--- src/rtl/mcpu_io_if.sv ---
// ---------------------------------------------------------------------------
// mcpu_io_if : main-CPU bus as seen by the I/O block.
//
// Signals
//   cen       main-CPU cycle enable (one clk_sys pulse per CPU cycle)
//   cpu_ab    CPU address bus
//   cpu_dout  CPU write data
//   rw        1 = read, 0 = write
//   io_dout   read data returned by the I/O block
//   io_sel    high while cpu_ab/rw address a readable I/O location
//
// Modports
//   master  CPU side   (drives cen/cpu_ab/cpu_dout/rw, receives io_dout/io_sel)
//   slave   I/O block  (the reverse)
// ---------------------------------------------------------------------------
interface mcpu_io_if;
    logic        cen;
    logic [15:0] cpu_ab;
    logic [7:0]  cpu_dout;
    logic        rw;
    logic [7:0]  io_dout;
    logic        io_sel;

    modport master (
        output cen,
        output cpu_ab,
        output cpu_dout,
        output rw,
        input  io_dout,
        input  io_sel
    );

    modport slave (
        input  cen,
        input  cpu_ab,
        input  cpu_dout,
        input  rw,
        output io_dout,
        output io_sel
    );
endinterface

--- src/rtl/mcpu_io.sv ---
// ---------------------------------------------------------------------------
// mcpu_io : main-CPU I/O block.
//
// Decodes CPU writes into the sound latch (with IRQ/overrun handshake),
// NMI-clear strobe, 9-bit horizontal scroll, screen flip and watchdog kick,
// and returns the player/DIP/status inputs on CPU reads.
//
// Optional feature: define MCPU_IO_WATCHDOG_EN to build the frame watchdog.
// Without it wd_reset is tied low and writes to 0x2500 do nothing.
//
// Ports
//   clk_sys    system clock, all state on its rising edge
//   reset_n    asynchronous active-low reset
//   bus        CPU bus (mcpu_io_if.slave): cen, cpu_ab, cpu_dout, rw,
//              io_dout, io_sel
//   p1, p2     player inputs (active-low)
//   dsw0, dsw1 DIP switch banks (active-low; dsw1 is not CPU-readable here)
//   coin       coin inputs (active-low)
//   vblk       vertical blank
//   nmi_clear  one-cycle strobe after a write to 0x2200
//   snd_latch  sound command latch
//   snd_irq    sound-CPU interrupt request
//   snd_ack    sound-CPU latch-read strobe, clears snd_irq
//   scroll_x   horizontal scroll
//   flip       screen flip
//   wd_reset   watchdog reset pulse (active-high, 16 cycles)
//
// Parameter
//   WD_FRAMES  vblank rising edges without a kick before the watchdog fires
// ---------------------------------------------------------------------------
module mcpu_io #(
    parameter int WD_FRAMES = 16
) (
    input  logic        clk_sys,
    input  logic        reset_n,
    mcpu_io_if.slave    bus,
    input  logic [7:0]  p1,
    input  logic [7:0]  p2,
    input  logic [7:0]  dsw0,
    input  logic [7:0]  dsw1,
    input  logic [1:0]  coin,
    input  logic        vblk,
    output logic        nmi_clear,
    output logic [7:0]  snd_latch,
    output logic        snd_irq,
    input  logic        snd_ack,
    output logic [8:0]  scroll_x,
    output logic        flip,
    output logic        wd_reset
);

    localparam logic [15:0] ADDR_SND      = 16'h2100;
    localparam logic [15:0] ADDR_NMI_CLR  = 16'h2200;
    localparam logic [15:0] ADDR_SCROLL_L = 16'h2300;
    localparam logic [15:0] ADDR_SCROLL_H = 16'h2301;
    localparam logic [15:0] ADDR_FLIP     = 16'h2400;
    localparam logic [15:0] ADDR_STATUS   = 16'h3803;

    // -----------------------------------------------------------------------
    // Bus decode
    // -----------------------------------------------------------------------
    logic wr_en;
    logic wr_snd;
    logic wr_nmi;
    logic wr_scroll_lo;
    logic wr_scroll_hi;
    logic wr_flip;
    logic rd_status;

    assign wr_en        = bus.cen & ~bus.rw;
    assign wr_snd       = wr_en && (bus.cpu_ab == ADDR_SND);
    assign wr_nmi       = wr_en && (bus.cpu_ab == ADDR_NMI_CLR);
    assign wr_scroll_lo = wr_en && (bus.cpu_ab == ADDR_SCROLL_L);
    assign wr_scroll_hi = wr_en && (bus.cpu_ab == ADDR_SCROLL_H);
    assign wr_flip      = wr_en && (bus.cpu_ab == ADDR_FLIP);
    // A real CPU read of the status port (cen high) is what acknowledges
    // the overrun flag; idle address decoding does not.
    assign rd_status    = bus.cen && bus.rw && (bus.cpu_ab == ADDR_STATUS);

    // dsw1 has no CPU-visible location in this block.
    logic unused_dsw1;
    assign unused_dsw1 = ^dsw1;

    // -----------------------------------------------------------------------
    // Write-side registers
    // -----------------------------------------------------------------------
    logic [7:0] snd_latch_q, snd_latch_d;
    logic       snd_irq_q,   snd_irq_d;
    logic       overrun_q,   overrun_d;
    logic [8:0] scroll_x_q,  scroll_x_d;
    logic       flip_q,      flip_d;
    logic       nmi_clear_q, nmi_clear_d;

    always_comb begin
        snd_latch_d = snd_latch_q;
        snd_irq_d   = snd_irq_q;
        overrun_d   = overrun_q;
        scroll_x_d  = scroll_x_q;
        flip_d      = flip_q;
        nmi_clear_d = wr_nmi;

        // Sound handshake: a new command beats an acknowledge on the same
        // edge, so the sound CPU never misses the most recent write.
        if (wr_snd) begin
            snd_latch_d = bus.cpu_dout;
            snd_irq_d   = 1'b1;
            if (snd_irq_q) begin
                overrun_d = 1'b1;
            end
        end else if (snd_ack) begin
            snd_irq_d = 1'b0;
        end

        // The read itself still returns the set flag; it drops afterwards.
        if (rd_status) begin
            overrun_d = 1'b0;
        end

        if (wr_scroll_lo) begin
            scroll_x_d[7:0] = bus.cpu_dout;
        end
        if (wr_scroll_hi) begin
            scroll_x_d[8] = bus.cpu_dout[0];
        end
        if (wr_flip) begin
            flip_d = bus.cpu_dout[0];
        end
    end

    always_ff @(posedge clk_sys or negedge reset_n) begin
        if (!reset_n) begin
            snd_latch_q <= 8'h00;
            snd_irq_q   <= 1'b0;
            overrun_q   <= 1'b0;
            scroll_x_q  <= 9'h000;
            flip_q      <= 1'b0;
            nmi_clear_q <= 1'b0;
        end else begin
            snd_latch_q <= snd_latch_d;
            snd_irq_q   <= snd_irq_d;
            overrun_q   <= overrun_d;
            scroll_x_q  <= scroll_x_d;
            flip_q      <= flip_d;
            nmi_clear_q <= nmi_clear_d;
        end
    end

    assign snd_latch = snd_latch_q;
    assign snd_irq   = snd_irq_q;
    assign scroll_x  = scroll_x_q;
    assign flip      = flip_q;
    assign nmi_clear = nmi_clear_q;

    // -----------------------------------------------------------------------
    // Read mux (combinational)
    // -----------------------------------------------------------------------
    always_comb begin
        bus.io_sel  = 1'b0;
        bus.io_dout = 8'hFF;
        // 0x3800..0x3803 share the upper 14 address bits.
        if (bus.rw && (bus.cpu_ab[15:2] == 14'h0E00)) begin
            bus.io_sel = 1'b1;
            case (bus.cpu_ab[1:0])
                2'd0:    bus.io_dout = p1;
                2'd1:    bus.io_dout = p2;
                2'd2:    bus.io_dout = dsw0;
                default: bus.io_dout = {overrun_q, vblk, 4'b1111, coin};
            endcase
        end
    end

    // -----------------------------------------------------------------------
    // Frame watchdog
    // -----------------------------------------------------------------------
`ifdef MCPU_IO_WATCHDOG_EN
    localparam logic [15:0] ADDR_WD_KICK = 16'h2500;
    localparam int          WD_CW        = $clog2(WD_FRAMES + 1);

    typedef enum logic {
        WD_COUNT,
        WD_FIRE
    } wd_state_t;

    wd_state_t        wd_state_q, wd_state_d;
    logic [WD_CW-1:0] wd_cnt_q,   wd_cnt_d;
    logic [3:0]       wd_pulse_q, wd_pulse_d;
    logic             vblk_prev_q;
    logic             vblk_rise;
    logic             wr_kick;

    assign wr_kick   = wr_en && (bus.cpu_ab == ADDR_WD_KICK);
    assign vblk_rise = vblk & ~vblk_prev_q;

    always_comb begin
        wd_state_d = wd_state_q;
        wd_cnt_d   = wd_cnt_q;
        wd_pulse_d = wd_pulse_q;

        case (wd_state_q)
            WD_COUNT: begin
                // A kick on the same edge as a vblank edge still zeroes.
                if (wr_kick) begin
                    wd_cnt_d = '0;
                end else if (vblk_rise) begin
                    if (wd_cnt_q == WD_CW'(WD_FRAMES - 1)) begin
                        wd_state_d = WD_FIRE;
                        wd_cnt_d   = '0;
                        wd_pulse_d = 4'd15;
                    end else begin
                        wd_cnt_d = wd_cnt_q + 1'b1;
                    end
                end
            end
            WD_FIRE: begin
                // Pulse length is fixed; kicks and vblank edges are ignored
                // until it ends, and counting resumes from zero.
                wd_cnt_d = '0;
                if (wd_pulse_q == 4'd0) begin
                    wd_state_d = WD_COUNT;
                end else begin
                    wd_pulse_d = wd_pulse_q - 4'd1;
                end
            end
            default: begin
                wd_state_d = WD_COUNT;
                wd_cnt_d   = '0;
            end
        endcase
    end

    always_ff @(posedge clk_sys or negedge reset_n) begin
        if (!reset_n) begin
            wd_state_q  <= WD_COUNT;
            wd_cnt_q    <= '0;
            wd_pulse_q  <= 4'd0;
            vblk_prev_q <= 1'b0;
        end else begin
            wd_state_q  <= wd_state_d;
            wd_cnt_q    <= wd_cnt_d;
            wd_pulse_q  <= wd_pulse_d;
            vblk_prev_q <= vblk;
        end
    end

    assign wd_reset = (wd_state_q == WD_FIRE);
`else
    // No watchdog: the frame limit is accepted but has no effect.
    logic [31:0] unused_wd_frames;
    assign unused_wd_frames = WD_FRAMES;
    assign wd_reset         = 1'b0;
`endif

endmodule

--- src/flat_wrapper.sv ---
// flat-port wrapper written by rule: the top's interface ports become plain ports
module mcpu_io_flat 
#(
    parameter int WD_FRAMES = 16
)
  (clk_sys, reset_n, p1, p2, dsw0, dsw1, coin, vblk, nmi_clear, snd_latch, snd_irq, snd_ack, scroll_x, flip, wd_reset, bus_cen, bus_cpu_ab, bus_cpu_dout, bus_rw, bus_io_dout, bus_io_sel);
  mcpu_io_if bus_i ();
  input  logic clk_sys;
  input  logic reset_n;
  input  logic [7:0] p1;
  input  logic [7:0] p2;
  input  logic [7:0] dsw0;
  input  logic [7:0] dsw1;
  input  logic [1:0] coin;
  input  logic vblk;
  output logic nmi_clear;
  output logic [7:0] snd_latch;
  output logic snd_irq;
  input  logic snd_ack;
  output logic [8:0] scroll_x;
  output logic flip;
  output logic wd_reset;
  input wire logic [$bits(bus_i.cen)-1:0] bus_cen;
  input wire logic [$bits(bus_i.cpu_ab)-1:0] bus_cpu_ab;
  input wire logic [$bits(bus_i.cpu_dout)-1:0] bus_cpu_dout;
  input wire logic [$bits(bus_i.rw)-1:0] bus_rw;
  output wire logic [$bits(bus_i.io_dout)-1:0] bus_io_dout;
  output wire logic [$bits(bus_i.io_sel)-1:0] bus_io_sel;
  assign bus_i.cen = bus_cen;
  assign bus_i.cpu_ab = bus_cpu_ab;
  assign bus_i.cpu_dout = bus_cpu_dout;
  assign bus_i.rw = bus_rw;
  assign bus_io_dout = bus_i.io_dout;
  assign bus_io_sel = bus_i.io_sel;
  mcpu_io #(.WD_FRAMES(WD_FRAMES)) u_core (.clk_sys(clk_sys), .reset_n(reset_n), .bus(bus_i), .p1(p1), .p2(p2), .dsw0(dsw0), .dsw1(dsw1), .coin(coin), .vblk(vblk), .nmi_clear(nmi_clear), .snd_latch(snd_latch), .snd_irq(snd_irq), .snd_ack(snd_ack), .scroll_x(scroll_x), .flip(flip), .wd_reset(wd_reset));
endmodule
--- config.mk ---
export PLATFORM = sky130hd
export DESIGN_NAME = mcpu_io_flat
export DESIGN_NICKNAME = d
export VERILOG_FILES = /design/src/rtl/mcpu_io_if.sv /design/src/rtl/mcpu_io.sv /design/src/flat_wrapper.sv
export SDC_FILE = /design/constraint.sdc
export NUM_CORES = 1
export LEC_CHECK = 0
export CAP_MARGIN = 20
export CELL_PAD_IN_SITES_DETAIL_PLACEMENT = 2
export CELL_PAD_IN_SITES_GLOBAL_PLACEMENT = 2
export CORE_UTILIZATION = 19
export CTS_BUF_LIST = sky130_fd_sc_hd__clkbuf_4
export DETAILED_ROUTE_END_ITERATION = 8
export PLACE_DENSITY = 0.9
export SYNTH_ARGS = -nofsm -noshare
export SYNTH_HDL_FRONTEND = slang
export SYNTH_SLANG_ARGS = --single-unit
--- constraint.sdc ---
create_clock -name clk_sys -period 1.9 [get_ports clk_sys]
set_clock_uncertainty 0.1 [all_clocks]
set_input_delay 0.38 -clock clk_sys [delete_from_list [all_inputs] [get_ports clk_sys]]
set_output_delay 0.38 -clock clk_sys [all_outputs]
set_load 0.01 [all_outputs]
Word level (Yosys, flattened, before mapping)
Cells that the tools add are included.
{"block": "totals", "regBits": 21, "latchBits": 0, "mem_bits_rw": 0, "mem_bits_ro": 0, "in_bits": 64, "output_inout_bits": 30, "word_cells": 39, "memories": 0}
{"block": "classes", "add_sub_neg": 0, "n_mul": 0, "div_mod_pow": 0, "magnitude_cmp": 0, "eq_ne": 9, "shift": 0, "mux": 8, "n_bitwise": 2, "reduce_logical": 13}
{"op": "16-bit by 14-bit equality test with 1-bit output, second input constant", "n": 6}
{"op": "8-bit case mux with 3 select lines", "n": 1}
{"op": "14-bit by 12-bit equality test with 1-bit output, second input constant", "n": 1}
{"op": "1-bit logical AND", "n": 8}
{"op": "8-bit two-way mux", "n": 1}
{"op": "1-bit two-way mux", "n": 6}
{"op": "2-bit nonzero test", "n": 3}
{"op": "2-bit by 1-bit equality test with 1-bit output, second input constant", "n": 1}
{"op": "2-bit equality test, second input constant", "n": 1}
{"op": "2-bit zero test", "n": 1}
{"op": "2-bit AND reduction", "n": 1}
{"op": "1-bit AND", "n": 1}
{"op": "1-bit inverter", "n": 1}

Logic depth before layout (Yosys ltp)
Gate-level depths: netlist of the first run.
{"block": "depth", "word_depth": 5, "depth_mapped": 4, "mapped_depth_nobuf": 4}

Worst setup path after synthesis of the first run
No wires, ideal clock.
{"block": "synth_timing", "kind": "in2out", "from": "in bus_cpu_ab[7]", "to": "out bus_io_dout[2]", "arrival_time_ns": 1.433, "t_required_ns": 1.420, "path_slack_ns": -0.013, "cell_stages": 4, "path_buffers": 0, "path_cell_list": "nor4_4 -> nand3_1 -> nor2_1 -> nand2_1"}
{"block": "synth_via", "elab_chain_len": 3}
{"item": "from (decl)", "line_no": "flat_wrapper.sv:24", "rtl": "input wire logic [$bits(bus_i.cpu_ab)-1:0] bus_cpu_ab;"}
{"item": "14-bit by 12-bit equality test with 1-bit output", "line_no": "mcpu_io.sv:161", "rtl": "if (bus.rw && (bus.cpu_ab[15:2] == 14'h0E00)) begin"}
{"item": "1-bit logical AND", "line_no": "mcpu_io.sv:161"}
{"item": "8-bit two-way mux", "line_no": "mcpu_io.sv:161"}
{"item": "to (decl)", "line_no": "flat_wrapper.sv:27", "rtl": "output wire logic [$bits(bus_i.io_dout)-1:0] bus_io_dout;"}
Every way passes these cells.

Final worst setup path of the first run
{"block": "layout_timing", "from": "reg u_core.overrun_q", "to": "out bus_io_dout[7]"}
{"block": "layout_via", "elab_chain_len": 2}
{"item": "from (decl)", "line_no": "mcpu_io.sv:89", "rtl": "logic overrun_q, overrun_d;"}
{"item": "from (signal assigned)", "line_no": "mcpu_io.sv:141", "rtl": "overrun_q <= overrun_d;"}
{"item": "8-bit case mux with 3 select lines", "line_no": "mcpu_io.sv:163", "rtl": "case (bus.cpu_ab[1:0])"}
{"item": "8-bit two-way mux", "line_no": "mcpu_io.sv:161"}
Every way passes these cells.

==> key figures, run 1 <==
Floorplanning
  • Die ar.: 6480 sq um
  • Die height: 80.5 um
  • FP Rows: 28
  • Starting Density: 19.8%
  • Io pins: 94
  • Core area: around 6000 sq um
  • DIE WIDTH: about 81 um

Drt
  • Via count: 1209
  • WL per Instance: 15.3 um
  • Residual DRC: 0
  • Starting DRT DRC Count: 10
  • Detail Route Antenna Nets: 0
  • Drt total wl: 4.28 mm
  • Drt first pass iters: 2
  • Vias per cell: 4.33

Synth
  • Area leader, netlist: dfrtp_1
  • Cell variety after synth: 26
  • Synth Warn #: 0
  • Most used DFF post-synth: dfrtp_1
  • Syn Nets: 156
  • Syn avg cell area: 12.7 sq um
  • Most frequent cells after synthesis: 21 x dfrtp_1, 14 x mux2_2, 8 x mux2_1
  • Number of synthesized flops with an enable pin: 0
  • Cell count after synthesis: 92
  • Synthesized cell area: 1170 sq um
  • Sequential fraction of the synthesis area: 44.9%
  • Count leader, synth: dfrtp_1
  • Share of the synthesized area in the top cell type: 44.9%
  • Seq cells post-synth: 21
  • Asr flop ratio synth: 100%
  • Largest cells by area after synthesis: dfrtp_1 45%, mux2_2 13%, mux2_1 7.7%

Power
  • Leakage power: 0.00106 uW
  • Tot Pwr: about 880 uW
  • Power Dens Cells: 370 nW/um^2
  • Worst vdd ir: 0.182 mV

Timing
  • Minimum clock period: 2100 ps
  • Max-slew violations: 0
  • Unrepaired setup endpoints after global routing: true
  • Final Cycle Share: 110%
  • Final Worst Setup Slack: -197 ps
  • Final hold vios: 0
  • Final setup fails: 9
  • Max frequency: 0.477 GHz

Layout
  • Final nets: 269
  • # diodes: 0
  • Area Growth Syn to Fin: 103%
  • Layout Cells excl Fill: 279
  • Share of post-route cells with drive strength above 1: 39.7%
  • Cell area after layout: 2370 sq um

Clock tree
  • Clock root cell: clkbuf_4
  • # hold bufs at CTS: 0
  • Max Buffers Root-to-Sink: 2
  • H-tree depth: 1
  • CTS tree: yes
  • Worst skew pair latency: 300 ps
  • Clock-pin slew on the worst setup and hold paths: ~110 ps
  • CTS Buf Count: 3
  • Clock Sinks: 21

Critical path
  • Crit-path max FO: 2
  • Crit path kind: flop to output pin
  • WP data required: about 1400 ps
  • Startpoint types: flop
  • Critical Path Sink Type: output pin
  • CP arrival: 1620 ps
  • Worst R2R Path Depth: 3

Placement
  • Routability-driven placement congestion ratio: 0.687
  • Hpwl dp: 3.45 mm
  • Post-DP Area: 2270 sq um
  • DP Cell Count: 268
  • IO buf count: between 80 and 90

Status
  • Failing checks: setup timing
  • Status: finished, violations left

GRT
  • Largest net degree at the start of global routing: 22
  • Vias in the first global route: 1388
  • Initial antenna violation count: 0
  • First-pass GRT wire length: 6.83 mm
  • GRT Total Usage: 14.1%
  • Total gr overflow: 0

Worst hold path
  • Worst hold path type: primary input to asynchronous set/reset pin

Flow run
  • Max-Cap Viols: 0
-- stage by stage --
step | hold slack, ps | worst slack, ps | utilization (%) | TNS [ps]
2_1_floorplan | -15.6 | 54.5 | - | 0
3_3_place_gp | 370 | -973 | 38.3 | -17190
3_5_place_dp | 378 | -1030 | 38.3 | -18920
4_1_cts | 308 | -225 | 39.9 | -978
5_1_grt | 311 | -279 | 40.1 | -1430
6_report | 313 | -197 | 40.1 | -838
-- registers in the layout, indices dropped and copies added (netlist names) --
| register | flops |
|---|---|
| u_core.snd_latch | 8 |
| u_core.scroll_x | 9 |
| u_core.flip | 1 |
| u_core.nmi_clear | 1 |
| u_core.overrun_q | 1 |
| u_core.snd_irq | 1 |
-- logic make-up after synthesis --
kind of cell / Yosys count / synth area share (%)
simple gates: 34 / 20.8
mux: 26 / 28.8
flops: 21 / 44.9
compound gates: 6 / 3.42
buf+inv: 4 / 1.71
other cells: 1 / 0.320
-- report_power, final --
group          internal, uW  total (uW)  switching, uW  leakage, uW
Sequential              447         447         0.0366     0.000294
Clock                  96.0         223            127    0.0000184
Combinational           133         208           74.7     0.000744
-- layer usage --
layer | vias to the layer above | wire, um | GRT usage [%]
met5 | - | 0 | 0
met4 | 0 | 42 | 2.32
met3 | 4 | 204 | 3.07
met2 | 42 | 2520 | 29.1
met1 | 593 | 1510 | 14.2
li1 | 570 | - | -
-- critical path, stage by stage, from the launching register on --
cell     delay (ps)
dfrtp_1         400
mux4_2          460
or3_1           310
buf_2           150
-- path summary, 6_finish.rpt --
| path | slack (ps) | from | end |
|---|---|---|---|
| worst max-delay path | -200 | u_core.overrun_q$_DFFE_PN0P_ | bus_io_dout[7] |
| worst min-delay path | 310 | reset_n | u_core.snd_latch[1]$_DFFE_PN0P_ |
| min in group clk_sys | 400 | u_core.snd_latch[3]$_DFFE_PN0P_ | u_core.snd_latch[3]$_DFFE_PN0P_ |
| worst max register to register | 900 | u_core.snd_irq$_DFFE_PN0P_ | u_core.overrun_q$_DFFE_PN0P_ |
| max in group asynchronous | 1170 | reset_n | u_core.scroll_x[1]$_DFFE_PN0P_ |
| worst min register to register | 400 | u_core.snd_latch[3]$_DFFE_PN0P_ | u_core.snd_latch[3]$_DFFE_PN0P_ |
-- cell usage in the layout (no fill, tap or decap), drive strengths merged, types with 5 or more instances in the layout --
cell	count
or3	5
clkdlybuf4s15	11
dlygate4sd2	10
mux2	22
buf	45
clkdlybuf4s50	43
nand2	5
dfrtp	21
o22ai	5
clkbuf	6
nor2	8
-- repair_timing --
item / 4_1_cts / 5_1_grt
setup endpoints to repair: 28 / 9
pin swaps: 10 / 0
setup buffers: 6 / 1
resized for setup: 136 / 4
-- cell type report --
cell class,count,area (sq um)
Fill cell,635,3550
Timing Repair Buffer,111,1030
Multi-Input combinational cell,67,691
Sequential cell,21,526
Tap cell,75,93.8
Clock buffer,4,30.0
Inverter,1,3.75
(Power assumes the default switching activity.)
==> inputs of run 2 (changes only) <==
--- a/config.mk
+++ b/config.mk
@@ -12,6 +12,7 @@
 export CTS_BUF_LIST = sky130_fd_sc_hd__clkbuf_4
 export DETAILED_ROUTE_END_ITERATION = 8
 export PLACE_DENSITY = 0.9
+export RECOVER_POWER = 25
 export SYNTH_ARGS = -nofsm -noshare
 export SYNTH_HDL_FRONTEND = slang
 export SYNTH_SLANG_ARGS = --single-unit
==> run 2 against run 1 <==
  * The run still ends with setup timing left
  * Cell count is the same
  * Sequential power about the same
  * Largest cell class unchanged
  * Worst hold slack improved by 86 ps
==> key figures, run 2 (synthesis results as in run 1) <==
Critical path
  • Worst path cell trace: mux4_2, or3_1, buf_2
  • Worst setup path startpoint: u_core.overrun_q$_DFFE_PN0P_
  • CP max stage delay: 460 ps
  • CP endpoint: bus_io_dout[7]
  • Worst R2R Path Depth: 3
  • CP arrival: 1620 ps
  • Crit path kind: flop to output pin
  • Reg2reg start: u_core.snd_irq$_DFFE_PN0P_
  • Crit-path max FO: 2
  • Critical Path Sink Type: output pin
  • RR Endpoint: u_core.overrun_q$_DFFE_PN0P_
  • R2R Setup Slk: ~900 ps
  • WP data required: 1420 ps
  • Startpoint types: flop
  • Slowest cell on crit path: mux4_2

Layout
  • Most common cell after layout, fill and taps aside: clkdlybuf4s50_1
  • Most frequent cells in the layout: 42 x clkdlybuf4s50_1, 21 x dfrtp_1, 18 x buf_4, 14 x mux2_2, 14 x buf_6
  • Layout Cells excl Fill: 279
  • Area Growth Syn to Fin: 102%
  • # diodes: 0
  • Final nets: 269
  • Max reg flops: 9
  • Fin util: about two fifths
  • Share of post-route cells with drive strength above 1: between 30% and 40%

Power
  • Net switching fraction of the power: 23.0%
  • Power Dens Cells: between 300 and 400 nW/um^2
  • Pint: 674 uW
  • Combinational share of power: between 20% and 30%
  • Leakage power: 0.00105 uW
  • Part of the power in registers: 51.0%
  • Worst vdd ir: around 0.18 mV
  • Switch Pwr: 202 uW
  • Tot Pwr: 876 uW
  • Clk pwr share: roughly a quarter

Clock tree
  • Clock-pin slew on the worst setup and hold paths: 110 ps
  • CTS tree: yes
  • H-tree depth: 1
  • CTS Buf Count: 3
  • Worst skew pair latency: about 300 ps
  • Max Buffers Root-to-Sink: 2
  • Clock root cell: clkbuf_4
  • # hold bufs at CTS: 0
  • Clock Sinks: 21

Timing
  • Least-Margin Pin Slew: 1150 ps
  • Minimum clock period: 2100 ps
  • Max frequency: 0.477 GHz
  • Unrepaired setup endpoints after global routing: true
  • Slew Limit Headroom: 23.0%
  • Final setup fails: 9
  • Final hold vios: 0
  • Max-slew violations: 0
  • Min Hold Slack: 400 ps
  • Final Worst Setup Slack: -197 ps
  • Final Cycle Share: 110%

Flow run
  • Max-Cap Viols: 0

Status
  • Status: finished, violations left
  • Failing checks: setup timing

Drt
  • Residual DRC: 0
  • Via count: 1209
  • WL per Instance: between 15 and 20 um
  • Starting DRT DRC Count: 10
  • Drt first pass iters: 2
  • Detail Route Antenna Nets: 0
  • Vias per cell: between 4 and 5
  • Drt total wl: 4.28 mm

Placement
  • Routability-driven placement congestion ratio: 0.687
  • Hpwl dp: 3.45 mm
  • DP Cell Count: 268
  • IO buf count: 84
  • Place WS: -1030 ps

Floorplanning
  • Die height: 80.5 um
  • Core area: 5920 sq um
  • DIE WIDTH: between 80 and 90 um
  • Starting Density: 19.8%
  • Io pins: 94
  • FP Rows: 28
  • Die ar.: 6480 sq um

GRT
  • Vias in the first global route: 1388
  • GRT Total Usage: 14.1%
  • Initial antenna violation count: 0
  • First-pass GRT wire length: 6.83 mm
  • Largest net degree at the start of global routing: 22
  • Total gr overflow: 0

Worst hold path
  • Worst hold path type: flop to flop
[run 2: cell count changes in the layout (fill, tap and decap cells not counted)]
| cell | previous run | this run |
|---|---|---|
| buf_4 | 19 | 18 |
| clkbuf_1 | 0 | 1 |
| clkdlybuf4s50_1 | 43 | 42 |
| dlygate4sd3_1 | 0 | 1 |
[run 2: power by group through the flow]
stage,sequential [uW],combinational [uW],clock [uW]
floorplan,456,50.5,0
global placement,455,205,0
detailed placement,456,212,0
CTS,447,208,241
global route,447,223,268
finish,447,206,223
[run 2: layer usage]
layer / vias to the layer above / part of all wire [%] / GRT usage, %
met5: - / 0 / 0
met4: 0 / 0.98 / 2.32
met3: 4 / 4.8 / 3.07
met2: 42 / 59 / 29.1
met1: 593 / 35 / 14.2
li1: 570 / - / -
[run 2: worst min path at each step]
stage / slack (ps) / endpoint / start / depth (start not counted)
2_1_floorplan: -20 / u_core.flip$_DFFE_PN0P_ / reset_n / 0
3_3_place_gp: 370 / u_core.snd_latch[0]$_DFFE_PN0P_ / u_core.snd_latch[0]$_DFFE_PN0P_ / 1
3_5_place_dp: 380 / u_core.snd_latch[1]$_DFFE_PN0P_ / u_core.snd_latch[1]$_DFFE_PN0P_ / 1
4_1_cts: 310 / u_core.snd_latch[7]$_DFFE_PN0P_ / reset_n / 2
5_1_grt: 430 / u_core.snd_latch[4]$_DFFE_PN0P_ / u_core.snd_latch[4]$_DFFE_PN0P_ / 1
6_report: 400 / u_core.snd_latch[3]$_DFFE_PN0P_ / u_core.snd_latch[3]$_DFFE_PN0P_ / 1
[run 2: critical path, delay by kind of cell, from the launching register on]
kind / cells / cell delay (ps)
flip-flops: 1 / 400
AND/OR/NAND/NOR: 1 / 310
buffers and inverters: 1 / 150
multiplexers: 1 / 460
[run 2: cell type report]
type                    count  area [sq um]
well taps                  75          93.8
multi-input cells          67           691
flip-flops and latches     21           526
clock buffers               4          30.0
inverters                   1          3.75
repair buffers            111          1020
fillers                   635          3550
[run 2: timing repair]
item,4_1_cts,5_1_grt
endpoints found under the setup margin,28,9
resized for setup,136,4
pin swaps,10,0
hold endpoints to repair,0,0
cloned,0,0
buffers inserted,6,1
[run 2: per-stage QoR]
stage	setup TNS (ps)	cell area, sq um
after global placement	-17190	2270
after floorplan	0	1180
after CTS	-978	2360
final	-838	2370
after detailed placement	-18920	2270
after global routing	-1430	2370
==> inputs of run 3 (changes only) <==
--- a/config.mk
+++ b/config.mk
@@ -8,10 +8,10 @@
 export CAP_MARGIN = 20
 export CELL_PAD_IN_SITES_DETAIL_PLACEMENT = 2
 export CELL_PAD_IN_SITES_GLOBAL_PLACEMENT = 2
-export CORE_UTILIZATION = 19
+export CORE_UTILIZATION = 20
 export CTS_BUF_LIST = sky130_fd_sc_hd__clkbuf_4
 export DETAILED_ROUTE_END_ITERATION = 8
-export PLACE_DENSITY = 0.9
+export PLACE_DENSITY = 0.94
 export RECOVER_POWER = 25
 export SYNTH_ARGS = -nofsm -noshare
 export SYNTH_HDL_FRONTEND = slang
==> constraint.sdc (replaced) <==
create_clock -name clk_sys -period 2.5 [get_ports clk_sys]
set_clock_uncertainty 0.1 [all_clocks]
set_input_delay 0.5 -clock clk_sys [delete_from_list [all_inputs] [get_ports clk_sys]]
set_output_delay 0.5 -clock clk_sys [all_outputs]
set_load 0.01 [all_outputs]
==> run 3 against run 2 <==
  * Wire length increased by 4.0%
  * Non-clock buffer count decreased by 2
  * Critical endpoint is now bus_io_dout[1]
  * Die area decreased by 4.9%
  * Flip-flop and latch count unchanged
  * Register-to-register slack improved by 600 ps
  * The flow now finishes without violations
  * Design area decreased by 2.7%
==> key figures, run 3 (synthesis results as in run 1) <==
Critical path
  • Crit-path max FO: 1
  • Top delay family on crit path: buffers and inverters
  • Worst R2R Path Depth: 3
  • Critical Path Sink Type: output pin
  • R2R Setup Slk: ~1500 ps
  • RR Endpoint: u_core.overrun_q$_DFFE_PN0P_
  • CP Depth: 4
  • Worst path cell trace: clkdlybuf4s50_1, mux4_2, or3_1, buf_2
  • CP arrival: around 1900 ps
  • Reg2reg start: u_core.snd_irq$_DFFE_PN0P_
  • CP max stage delay: between 400 and 500 ps
  • Startpoint types: primary input
  • WP data required: 1900 ps
  • Worst setup path startpoint: coin[1]
  • Crit path kind: primary input to output pin
  • Worst Path Buf+Inv: 2
  • Slowest cell on crit path: mux4_2

Timing
  • Min Hold Slack: 404 ps
  • Unrepaired setup endpoints after global routing: false
  • Final Worst Setup Slack: 22.2 ps
  • Total negative setup slack: 0 ps
  • Max frequency: a little over 0.4 GHz
  • Minimum clock period: 2480 ps
  • Final setup fails: 0
  • Max-slew violations: 0
  • Final hold vios: 0
  • Final Cycle Share: 99.1%
  • Slew Limit Headroom: 22.0%
  • Least-Margin Pin Slew: 1170 ps

Placement
  • Hpwl dp: about 3.6 mm
  • Routability-driven placement congestion ratio: 0.715
  • Place WS: -614 ps
  • IO buf count: 84
  • DP Cell Count: 264

Flow run
  • Max-Cap Viols: 0

Drt
  • Drt first pass iters: 3
  • Residual DRC: 0
  • Vias per cell: 4.41
  • Detail Route Antenna Nets: 0
  • Via count: ~1200
  • WL per Instance: 16.2 um
  • Drt total wl: between 4 and 5 mm
  • Starting DRT DRC Count: 17

Clock tree
  • Max Buffers Root-to-Sink: 2
  • CTS tree: yes
  • Clock-pin slew on the worst setup and hold paths: 120 ps
  • Worst skew pair latency: about 300 ps
  • # hold bufs at CTS: 0
  • Clock Sinks: 21
  • CTS Buf Count: 3
  • Clock root cell: clkbuf_4
  • H-tree depth: 1

GRT
  • First-pass GRT wire length: 7.13 mm
  • Largest net degree at the start of global routing: 22
  • Initial antenna violation count: 0
  • Total gr overflow: 0
  • Vias in the first global route: 1370
  • GRT Total Usage: roughly 15%

Floorplanning
  • Core area: 5570 sq um
  • FP Rows: 27
  • Die height: 78.5 um
  • DIE WIDTH: 78.5 um
  • Io pins: 94
  • Die ar.: 6170 sq um
  • Starting Density: 21.0%

Layout
  • # diodes: 0
  • Most common cell after layout, fill and taps aside: clkdlybuf4s50_1
  • Layout Cells excl Fill: 274
  • Area Growth Syn to Fin: 96.8%
  • Share of post-route cells with drive strength above 1: 32.7%
  • Most frequent cells in the layout: 60 x clkdlybuf4s50_1, 21 x dfrtp_1, 20 x buf_4, 14 x mux2_2
  • Final nets: 267
  • Max reg flops: 9

Worst hold path
  • Worst hold path type: flop to flop
  • Hold path cells: 1
  • Hold Path Sink: u_core.snd_latch[6]$_DFFE_PN0P_
  • HP Start: u_core.snd_latch[6]$_DFFE_PN0P_

Power
  • Power Dens Cells: between 200 and 300 nW/um^2
  • Leakage power: 0.00101 uW
  • Worst vdd ir: 0.250 mV

Status
  • Status: complete, no violations
-- run 3: worst max path at each step --
stage / end / slack, ps
finish: bus_io_dout[1] / 20
global route: bus_io_dout[1] / 2
detailed placement: bus_io_dout[1] / -610
floorplan: bus_io_dout[2] / 350
CTS: bus_io_dout[1] / 2
global placement: bus_io_dout[1] / -580
-- run 3: final cells by class --
| class | instances | area (sq um) |
|---|---|---|
| timing repair buffer | 109 | 997 |
| clock inverter | 1 | 5.00 |
| sequential | 21 | 526 |
| multi-input combinational | 67 | 661 |
| clock buffer | 3 | 22.5 |
| inverter | 1 | 3.75 |
| tap | 72 | 90.1 |
| fill | 607 | 3270 |
-- run 3: worst register-to-register path: stages (launching register included) --
cell       delay [ps]
dfrtp_1           380
inv_1              70
nor3_1            220
a2bb2oi_1         180
-- run 3: metal layers --
layer,global-route usage [%],vias to the layer above,share of wire [%]
met5,0,-,0
met4,2.22,0,0.45
met3,3.14,2,3.6
met2,29.5,30,57
met1,16.6,608,39
li1,-,567,-
-- run 3: repair_timing --
action,CTS,global route
pin swaps,5,7
resized for setup,53,15
endpoints found under the hold margin,0,0
buffers inserted,6,1
endpoints found under the setup margin,9,9
-- run 3: through the flow --
stage	utilization [%]	instance area (sq um)	total power [uW]
floorplan	-	1170	384
global placement	40.2	2240	502
detailed placement	40.2	2240	507
CTS	41.3	2300	679
global route	41.3	2300	706
finish	41.3	2300	668
-- run 3: report_power, final --
group	leakage (uW)	switching, uW	internal [uW]	total (uW)
clock network	0.0000177	107	59.7	167
registers	0.000294	0.0272	340	340
logic	0.000702	54.0	107	161
